==> src/rtl/hazard_fwd_unit_if.sv <==
// Decode-side bundle for the hazard/forwarding unit: instruction fields and
// pipeline controls in, stall and bypass selects out.
interface hazard_fwd_unit_if #(
    parameter int unsigned REG_W  = 4,
    parameter int unsigned NPORTS = 3,
    parameter int unsigned CNT_W  = 16
);
    logic                    id_valid;
    logic [NPORTS*REG_W-1:0] id_rs;
    logic [NPORTS-1:0]       id_re;
    logic [REG_W-1:0]        id_rd;
    logic                    id_we;
    logic                    id_load;
    logic                    hold;
    logic                    flush;
    logic                    stall;
    logic [NPORTS*2-1:0]     fwd_sel;
    logic [CNT_W-1:0]        stall_cnt;

    modport master (
        output id_valid, id_rs, id_re, id_rd, id_we, id_load, hold, flush,
        input  stall, fwd_sel, stall_cnt
    );

    modport slave (
        input  id_valid, id_rs, id_re, id_rd, id_we, id_load, hold, flush,
        output stall, fwd_sel, stall_cnt
    );
endinterface

==> src/rtl/hazard_fwd_unit.sv <==
// Tracks in-flight destinations in EX/MEM/WB/retire slots, stalls decode on
// load-use hazards and registers per-port bypass selects for the EX stage.
module hazard_fwd_unit #(
    parameter int unsigned REG_W    = 4,
    parameter int unsigned NPORTS   = 3,
    parameter int unsigned LOAD_LAT = 1,
    parameter int unsigned CNT_W    = 16
) (
    input logic              clk,
    input logic              rst,
    hazard_fwd_unit_if.slave bus
);
    localparam logic RUN   = 1'b0;
    localparam logic STALL = 1'b1;
    localparam int unsigned NSLOT = 4;

    logic [REG_W-1:0]    rd_q [NSLOT];
    logic [REG_W-1:0]    rd_d [NSLOT];
    logic [NSLOT-1:0]    we_q, we_d;
    logic [NSLOT-1:0]    ld_q, ld_d;
    logic [NPORTS*2-1:0] fwd_sel_q, fwd_sel_d;
    logic [CNT_W-1:0]    stall_cnt_q, stall_cnt_d;
    logic                state_q, state_d;

    logic                hazard;
    logic                stall;
    logic                accept;
    logic [NSLOT-1:0]    match [NPORTS];

    always_comb begin
        hazard = 1'b0;
        for (int unsigned p = 0; p < NPORTS; p++) begin
            for (int unsigned k = 0; k < NSLOT; k++) begin
                match[p][k] = bus.id_re[p] && we_q[k] &&
                              (bus.id_rs[p*REG_W +: REG_W] == rd_q[k]);
                if (match[p][k] && ld_q[k] && (k < LOAD_LAT)) begin
                    hazard = 1'b1;
                end
            end
        end
    end

    always_comb begin
        stall       = bus.id_valid && hazard && !bus.flush;
        accept      = bus.id_valid && !stall && !bus.hold && !bus.flush;
        rd_d        = rd_q;
        we_d        = we_q;
        ld_d        = ld_q;
        fwd_sel_d   = fwd_sel_q;
        stall_cnt_d = stall_cnt_q;
        state_d     = state_q;

        if (!bus.hold) begin
            for (int unsigned k = 1; k < NSLOT; k++) begin
                rd_d[k] = rd_q[k-1];
                we_d[k] = we_q[k-1];
                ld_d[k] = ld_q[k-1];
            end
            // A flushed EX instruction never reaches MEM.
            if (bus.flush) begin
                rd_d[1] = '0;
                we_d[1] = 1'b0;
                ld_d[1] = 1'b0;
            end
            rd_d[0] = accept ? bus.id_rd   : '0;
            we_d[0] = accept && bus.id_we;
            ld_d[0] = accept && bus.id_load;

            // Scan oldest to youngest so the youngest producer wins.
            fwd_sel_d = '0;
            if (accept) begin
                for (int unsigned p = 0; p < NPORTS; p++) begin
                    for (int unsigned j = 0; j < NSLOT-1; j++) begin
                        if (match[p][NSLOT-2-j]) begin
                            fwd_sel_d[p*2 +: 2] = 2'(NSLOT-1-j);
                        end
                    end
                end
            end

            if (stall && (stall_cnt_q != '1)) begin
                stall_cnt_d = stall_cnt_q + 1'b1;
            end

            case (state_q)
                RUN:     if (stall)  state_d = STALL;
                STALL:   if (!stall) state_d = RUN;
                default: state_d = RUN;
            endcase
        end
    end

    always_ff @(posedge clk) begin
        if (rst) begin
            for (int unsigned k = 0; k < NSLOT; k++) begin
                rd_q[k] <= '0;
            end
            we_q        <= '0;
            ld_q        <= '0;
            fwd_sel_q   <= '0;
            stall_cnt_q <= '0;
            state_q     <= RUN;
        end else begin
            rd_q        <= rd_d;
            we_q        <= we_d;
            ld_q        <= ld_d;
            fwd_sel_q   <= fwd_sel_d;
            stall_cnt_q <= stall_cnt_d;
            state_q     <= state_d;
        end
    end

    assign bus.stall     = stall;
    assign bus.fwd_sel   = fwd_sel_q;
    assign bus.stall_cnt = stall_cnt_q;
endmodule

==> src/flat_wrapper.sv <==
// flat-port wrapper written by rule: the top's interface ports become plain ports
module hazard_fwd_unit_flat 
#(
    parameter int unsigned REG_W    = 4,
    parameter int unsigned NPORTS   = 3,
    parameter int unsigned LOAD_LAT = 1,
    parameter int unsigned CNT_W    = 16
)
  (clk, rst, bus_id_valid, bus_id_rs, bus_id_re, bus_id_rd, bus_id_we, bus_id_load, bus_hold, bus_flush, bus_stall, bus_fwd_sel, bus_stall_cnt);
  hazard_fwd_unit_if #(.REG_W(REG_W), .NPORTS(NPORTS), .CNT_W(CNT_W)) bus_i ();
  input logic clk;
  input logic rst;
  input wire logic [$bits(bus_i.id_valid)-1:0] bus_id_valid;
  input wire logic [$bits(bus_i.id_rs)-1:0] bus_id_rs;
  input wire logic [$bits(bus_i.id_re)-1:0] bus_id_re;
  input wire logic [$bits(bus_i.id_rd)-1:0] bus_id_rd;
  input wire logic [$bits(bus_i.id_we)-1:0] bus_id_we;
  input wire logic [$bits(bus_i.id_load)-1:0] bus_id_load;
  input wire logic [$bits(bus_i.hold)-1:0] bus_hold;
  input wire logic [$bits(bus_i.flush)-1:0] bus_flush;
  output wire logic [$bits(bus_i.stall)-1:0] bus_stall;
  output wire logic [$bits(bus_i.fwd_sel)-1:0] bus_fwd_sel;
  output wire logic [$bits(bus_i.stall_cnt)-1:0] bus_stall_cnt;
  assign bus_i.id_valid = bus_id_valid;
  assign bus_i.id_rs = bus_id_rs;
  assign bus_i.id_re = bus_id_re;
  assign bus_i.id_rd = bus_id_rd;
  assign bus_i.id_we = bus_id_we;
  assign bus_i.id_load = bus_id_load;
  assign bus_i.hold = bus_hold;
  assign bus_i.flush = bus_flush;
  assign bus_stall = bus_i.stall;
  assign bus_fwd_sel = bus_i.fwd_sel;
  assign bus_stall_cnt = bus_i.stall_cnt;
  hazard_fwd_unit #(.REG_W(REG_W), .NPORTS(NPORTS), .LOAD_LAT(LOAD_LAT), .CNT_W(CNT_W)) u_core (.clk(clk), .rst(rst), .bus(bus_i));
endmodule
==> config.mk <==
export PLATFORM = sky130hd
export DESIGN_NAME = hazard_fwd_unit_flat
export DESIGN_NICKNAME = d
export VERILOG_FILES = /design/src/rtl/hazard_fwd_unit_if.sv /design/src/rtl/hazard_fwd_unit.sv /design/src/flat_wrapper.sv
export SDC_FILE = /design/constraint.sdc
export NUM_CORES = 1
export LEC_CHECK = 0
export ABC_CLOCK_PERIOD_IN_PS = 2900
export CORE_MARGIN = 5
export CORE_UTILIZATION = 51
export CTS_BUF_LIST = sky130_fd_sc_hd__clkbuf_2 sky130_fd_sc_hd__clkbuf_4 sky130_fd_sc_hd__clkbuf_8
export CTS_CLUSTER_SIZE = 30
export DETAILED_ROUTE_END_ITERATION = 6
export PLACE_DENSITY_LB_ADDON = 0.05
export SLEW_MARGIN = 0
export SYNTH_ARGS = -nofsm -noshare
export SYNTH_HDL_FRONTEND = slang
export SYNTH_SLANG_ARGS = --single-unit
==> constraint.sdc <==
create_clock -name clk -period 2.9 [get_ports clk]
set_input_delay 0.58 -clock clk [delete_from_list [all_inputs] [get_ports clk]]
set_output_delay 0.58 -clock clk [all_outputs]
set_load 0.03 [all_outputs]
### Word level (Yosys, flattened, before mapping)

Cells that the tools add are included.

| word-level totals | value |
|---|---|
| flip-flop bits (word level) | 38 |
| bits in latches | 0 |
| memory bits (writable) | 0 |
| memory bits (read-only) | 0 |
| word-level logic and storage cells | 68 |
| memories kept | 0 |

| operators by class | value |
|---|---|
| add/sub/neg operators | 1 |
| multipliers | 0 |
| divide/modulo/power cells | 0 |
| magnitude comparators | 0 |
| eq/ne operators | 10 |
| shift-type cells | 0 |
| mux-type cells | 16 |
| bitwise logic cells | 1 |
| reductions and logical operators | 33 |

Operators with widths:

| operator | number |
|---|---|
| 4-bit == test | 9 |
| 1-bit logical AND | 29 |
| 2-bit two-way mux | 9 |
| 16-bit by 1-bit adder with 16-bit output (second input constant) | 1 |
| 16-bit != test (second input constant) | 1 |
| 4-bit two-way mux | 2 |
| 6-bit two-way mux | 1 |
| 1-bit two-way mux | 4 |
| 1-bit zero test | 3 |
| 2-bit AND reduction | 1 |
| 1-bit inverter | 1 |

### Longest topological paths before layout

| depth | value |
|---|---|
| depth after elaboration | 13 |
| gate-level depth with buffers | 9 |

### Worst setup path before layout

Ideal clock, no wire load.

| timing path | value |
|---|---|
| path type | input-to-output |
| start point | input bus_id_rs[0] |
| end point | output bus_stall |
| arrival time | 1.911 ns |
| data required time | 2.320 ns |
| path slack | 0.409 ns |
| cell stages on the path | 5 |
| cells stage by stage | a222oi_1 or4b_1 buf_2 nand3_1 and4b_1 |

| between the ends | value |
|---|---|
| cells in the longest elaborated chain, start to end | 8 |

RTL lines:

| item | line | source |
|---|---|---|
| start, declared | flat_wrapper.sv:14 | `input wire logic [$bits(bus_i.id_rs)-1:0] bus_id_rs;` |
| 4-bit == test | hazard_fwd_unit.sv:35 | `(bus.id_rs[p*REG_W +: REG_W] == rd_q[k]);` |
| 1-bit logical AND | hazard_fwd_unit.sv:34 | `match[p][k] = bus.id_re[p] && we_q[k] &&` |
| 1-bit logical AND | hazard_fwd_unit.sv:36 | `if (match[p][k] && ld_q[k] && (k < LOAD_LAT)) begin` |
| 1-bit two-way mux (3 in series) | hazard_fwd_unit.sv:36 |  |
| 1-bit logical AND (2 in series) | hazard_fwd_unit.sv:44 | `stall = bus.id_valid && hazard && !bus.flush;` |
| end, declared | flat_wrapper.sv:21 | `output wire logic [$bits(bus_i.stall)-1:0] bus_stall;` |

No other way between the ends.

### Final worst setup path

| timing path | value |
|---|---|
| start point | input bus_id_rs[3] |
| end point | output bus_stall |

The elaborated chain is that of the path after synthesis.

==> out/metrics.csv <==
stage;metric;value;unit
outcome;status;complete, no violations;
worst_setup_path;CP Max Fanout;3;
grt;Congestion Overflow GR;0;
grt;first-pass GRT wire length;8730;um
detailed_routing;DRC viols;0;
floorplan;Die Wd;72.8;um
placed_design;placed cells;340;
detailed_routing;routed wire length per instance;15.1;um
grt;antenna violations before repair;0;
worst_setup_path;CP Launch Type;input pin;
grt;met3 track demand over resource;0.0413;
detailed_routing;Routed Antenna Nets;0;
detailed_routing;total number of vias;1954;
synthesis;Yosys reg bits;38;
grt;met2 Use GR;0.314;
worst_setup_path;Setup CP Type;input pin to output pin;
synthesis;sequential-to-total area share from yosys stat;0.378;
worst_setup_path;Req. time, crit path;2.32;ns
timing;final hold vios;0;
timing;RSZ-0062 raised after global routing;no;
cts;Root Driver;clkbuf_8;
synthesis;mapped cell area;2010;um2
cells_and_area;Area Growth Syn to Fin;38.2;%
floorplan;row count;22;
detailed_routing;drt total wl;5260;um
power_and_ir_drop;maximum VDD drop;372;uV
synthesis;post-synth top area cell;dfxtp_1;
timing;worst-case clock skew;0.00842;ns
power_and_ir_drop;LEAKAGE;1.08;nW
flow_run;maxcap violations;0;
placed_design;PortBufs;48;
synthesis;fraction of registers with async set/reset;0;
cts;CTS Buf Count;5;
floorplan;die span in y;72.8;um
cts;CTS tree;built;
worst_setup_path;Critical Path Sink Type;output pin;
synthesis;Yosys top cell area share;0.378;
floorplan;Die ar.;5310;um2
grt;gr usage total;0.210;
cells_and_area;Nets;327;
cts;Worst-path clk slew;0.07;ns
timing;Setup-failing EPs final;0;
cells_and_area;Fill cells;309;
synthesis;Post-synth EDFFs;0;
min_path;worst hold path class;register to register;
cts;# H-tree levels;2;
cells_and_area;Finished Core Util;0.744;
timing;setup TNS;0;ns
detailed_routing;DR iter-0 viols;109;
grt;number of global-route vias before repair;1836;
worst_setup_path;crit path DAT;2.22;ns
worst_setup_path;FF-to-FF Start;u_core.rd_q[12];
synthesis;YS warnings;0;
timing;Period minus WS final;2.80;ns
timing;f_max;357;MHz
placed_design;RePlAce Congestion;0.865;
synthesis;top_reg_cell synth;dfxtp_1;
min_path;Hold Crit Start;u_core.bus.fwd_sel[4];
synthesis;Synth area leaders;dfxtp_1 (38%), xor2_1 (9.6%), a21oi_1 (5.0%);
floorplan;core footprint;3740;um2
cells_and_area;layout cells sized above 1;0.126;
detailed_routing;DR pass1 iterations;4;
worst_setup_path;Reg-to-Reg End;u_core.bus.stall_cnt[12];
grt;largest net degree at the start of global routing;17;
cells_and_area;Inserted Diodes;0;
timing;Slew Limit Fails;0;
detailed_routing;DR vias/cell;5.60;
grt;GRT Max-Usage Layer;met2;
floorplan;Top-Level Pins;49;
placed_design;hpwl dp;3960;um
cts;hold buffer count at CTS;0;
synthesis;Cell variety after synth;37;
worst_setup_path;Reg2Reg Setup Slack;0.28;ns
min_path;Worst Hold Depth;1;
synthesis;Post-Syn Instances;234;
worst_setup_path;cells on worst reg2reg path;8;
cts;maximum root-to-sink buffer count;2;
grt;met1 Use GR;0.302;
synthesis;average size of a mapped cell;8.61;um2
timing;Worst slew margin;0.440;
min_path;hold endpoint;u_core.bus.fwd_sel[4];
timing;fin crit share;0.967;
floorplan;Initial Utilization;0.538;
cts;CTS sink cnt;38;
cells_and_area;Layout Cells excl Fill;349;
cts;Worst-Skew Late Latency;0.29;ns
power_and_ir_drop;Power Dens Cells;364;nW/um2
synthesis;Mapped Nets;261;
timing;Least-Margin Pin Slew;0.839;ns
==> through the flow <==
stage          hold slack (ns)  worst slack [ns]  total power [mW]  instance area, um2
2_1_floorplan            0.474             0.409             0.581                2010
3_5_place_dp             0.464            -0.135             0.647                2670
4_1_cts                  0.485           0.00116              1.02                2780
3_3_place_gp             0.457           -0.0623             0.646                2670
6_report                 0.478            0.0966              1.01                2780
5_1_grt                  0.503           0.00930              1.05                2780
==> power by group <==
part | internal (mW) | switching, mW | total, mW
Clock | 0.191 | 0.187 | 0.378
Sequential | 0.524 | 0.00496 | 0.529
Combinational | 0.0616 | 0.0451 | 0.107
==> flip-flops by register name, summed over array words and instances, names as in the netlist <==
name / flops
u_core.bus.fwd_sel: 6
u_core.bus.stall_cnt: 16
u_core.ld_q: 1
u_core.rd_q: 12
u_core.we_q: 3
==> metal layers <==
metal,up-vias,part of all wire
met4,0,0.012
met5,-,0
met1,914,0.48
met3,8,0.048
met2,42,0.46
li1,990,-
==> worst max-delay path by stage <==
stage | startpoint | end | slack [ns] | cells past startpoint
final | bus_id_rs[3] | bus_stall | 0.1 | 6
after global routing | bus_id_rs[3] | bus_stall | 0.009 | 6
after CTS | bus_id_rs[0] | bus_stall | 0.001 | 6
after detailed placement | bus_id_rs[2] | u_core.bus.stall_cnt[10] | -0.13 | 8
after global placement | bus_id_rs[2] | bus_stall | -0.06 | 7
after floorplan | bus_id_rs[0] | bus_stall | 0.41 | 5
==> cell usage after synthesis (2+ instances only) <==
cell	instances
and3_1	4
nor2_1	15
o21ai_0	7
inv_1	8
or3_1	6
a32o_1	3
o22ai_1	2
a21oi_1	20
nand4_1	11
clkbuf_1	10
dfxtp_1	38
nor3b_1	4
mux2i_1	6
a21o_1	3
nor3_1	9
nand2b_1	3
nand3_1	11
nand2_1	8
xnor2_1	9
or4_1	5
a22o_1	9
xor2_1	22
o31ai_1	5
o211ai_1	2
a222oi_1	2
==> cells by family (layout without fill, tap and decap cells) <==
family / count (synthesis) / count (layout) / share of synthesized area
flip-flops: 38 / 38 / 0.378
XOR/XNOR: 31 / 31 / 0.135
AO/OA/AOI/OAI: 56 / 56 / 0.189
adder cells (fa/ha/maj): 1 / 1 / 0.00621
multiplexers: 6 / 6 / 0.0298
buffers and inverters: 22 / 89 / 0.0453
AND/OR/NAND/NOR: 80 / 80 / 0.217
==> worst max-delay path, stage by stage <==
cell,delay [ns]
clkdlybuf4s50_1,0.44
a222oi_1,0.21
or4b_4,0.52
nand3_2,0.09
and4b_1,0.24
buf_6,0.14
==> placed cells by master (no fill, tap or decap), types with 4 or more instances in the layout <==
master / n
clkbuf_8: 6
xor2_1: 22
inv_1: 8
mux2i_1: 6
or4_1: 5
nor3_1: 9
nand3_1: 10
nand4_1: 11
dfxtp_1: 38
nor3b_1: 4
buf_4: 24
xnor2_1: 9
a22o_1: 9
and3_1: 4
o31ai_1: 5
or3_1: 6
nor2_1: 15
a21oi_1: 20
clkdlybuf4s50_1: 45
nand2_1: 8
o21ai_0: 7
==> final cells by class <==
class,instances,area [um2],area share
Timing Repair Buffer,72,663,0.238
Tap cell,48,60.1,0.0216
Sequential cell,38,761,0.273
Multi-Input combinational cell,174,1170,0.421
Clock inverter,2,12.5,0.00449
Clock buffer,6,82.6,0.0297
Inverter,9,33.8,0.0121
==> timing repair <==
item | 4_1_cts | 5_1_grt
buffers inserted | 1 | 0
pin swaps | 2 | 2
setup endpoints to repair | 1 | 3
gates resized for setup | 4 | 1
Note: power is estimated with default switching activity, not from simulation.
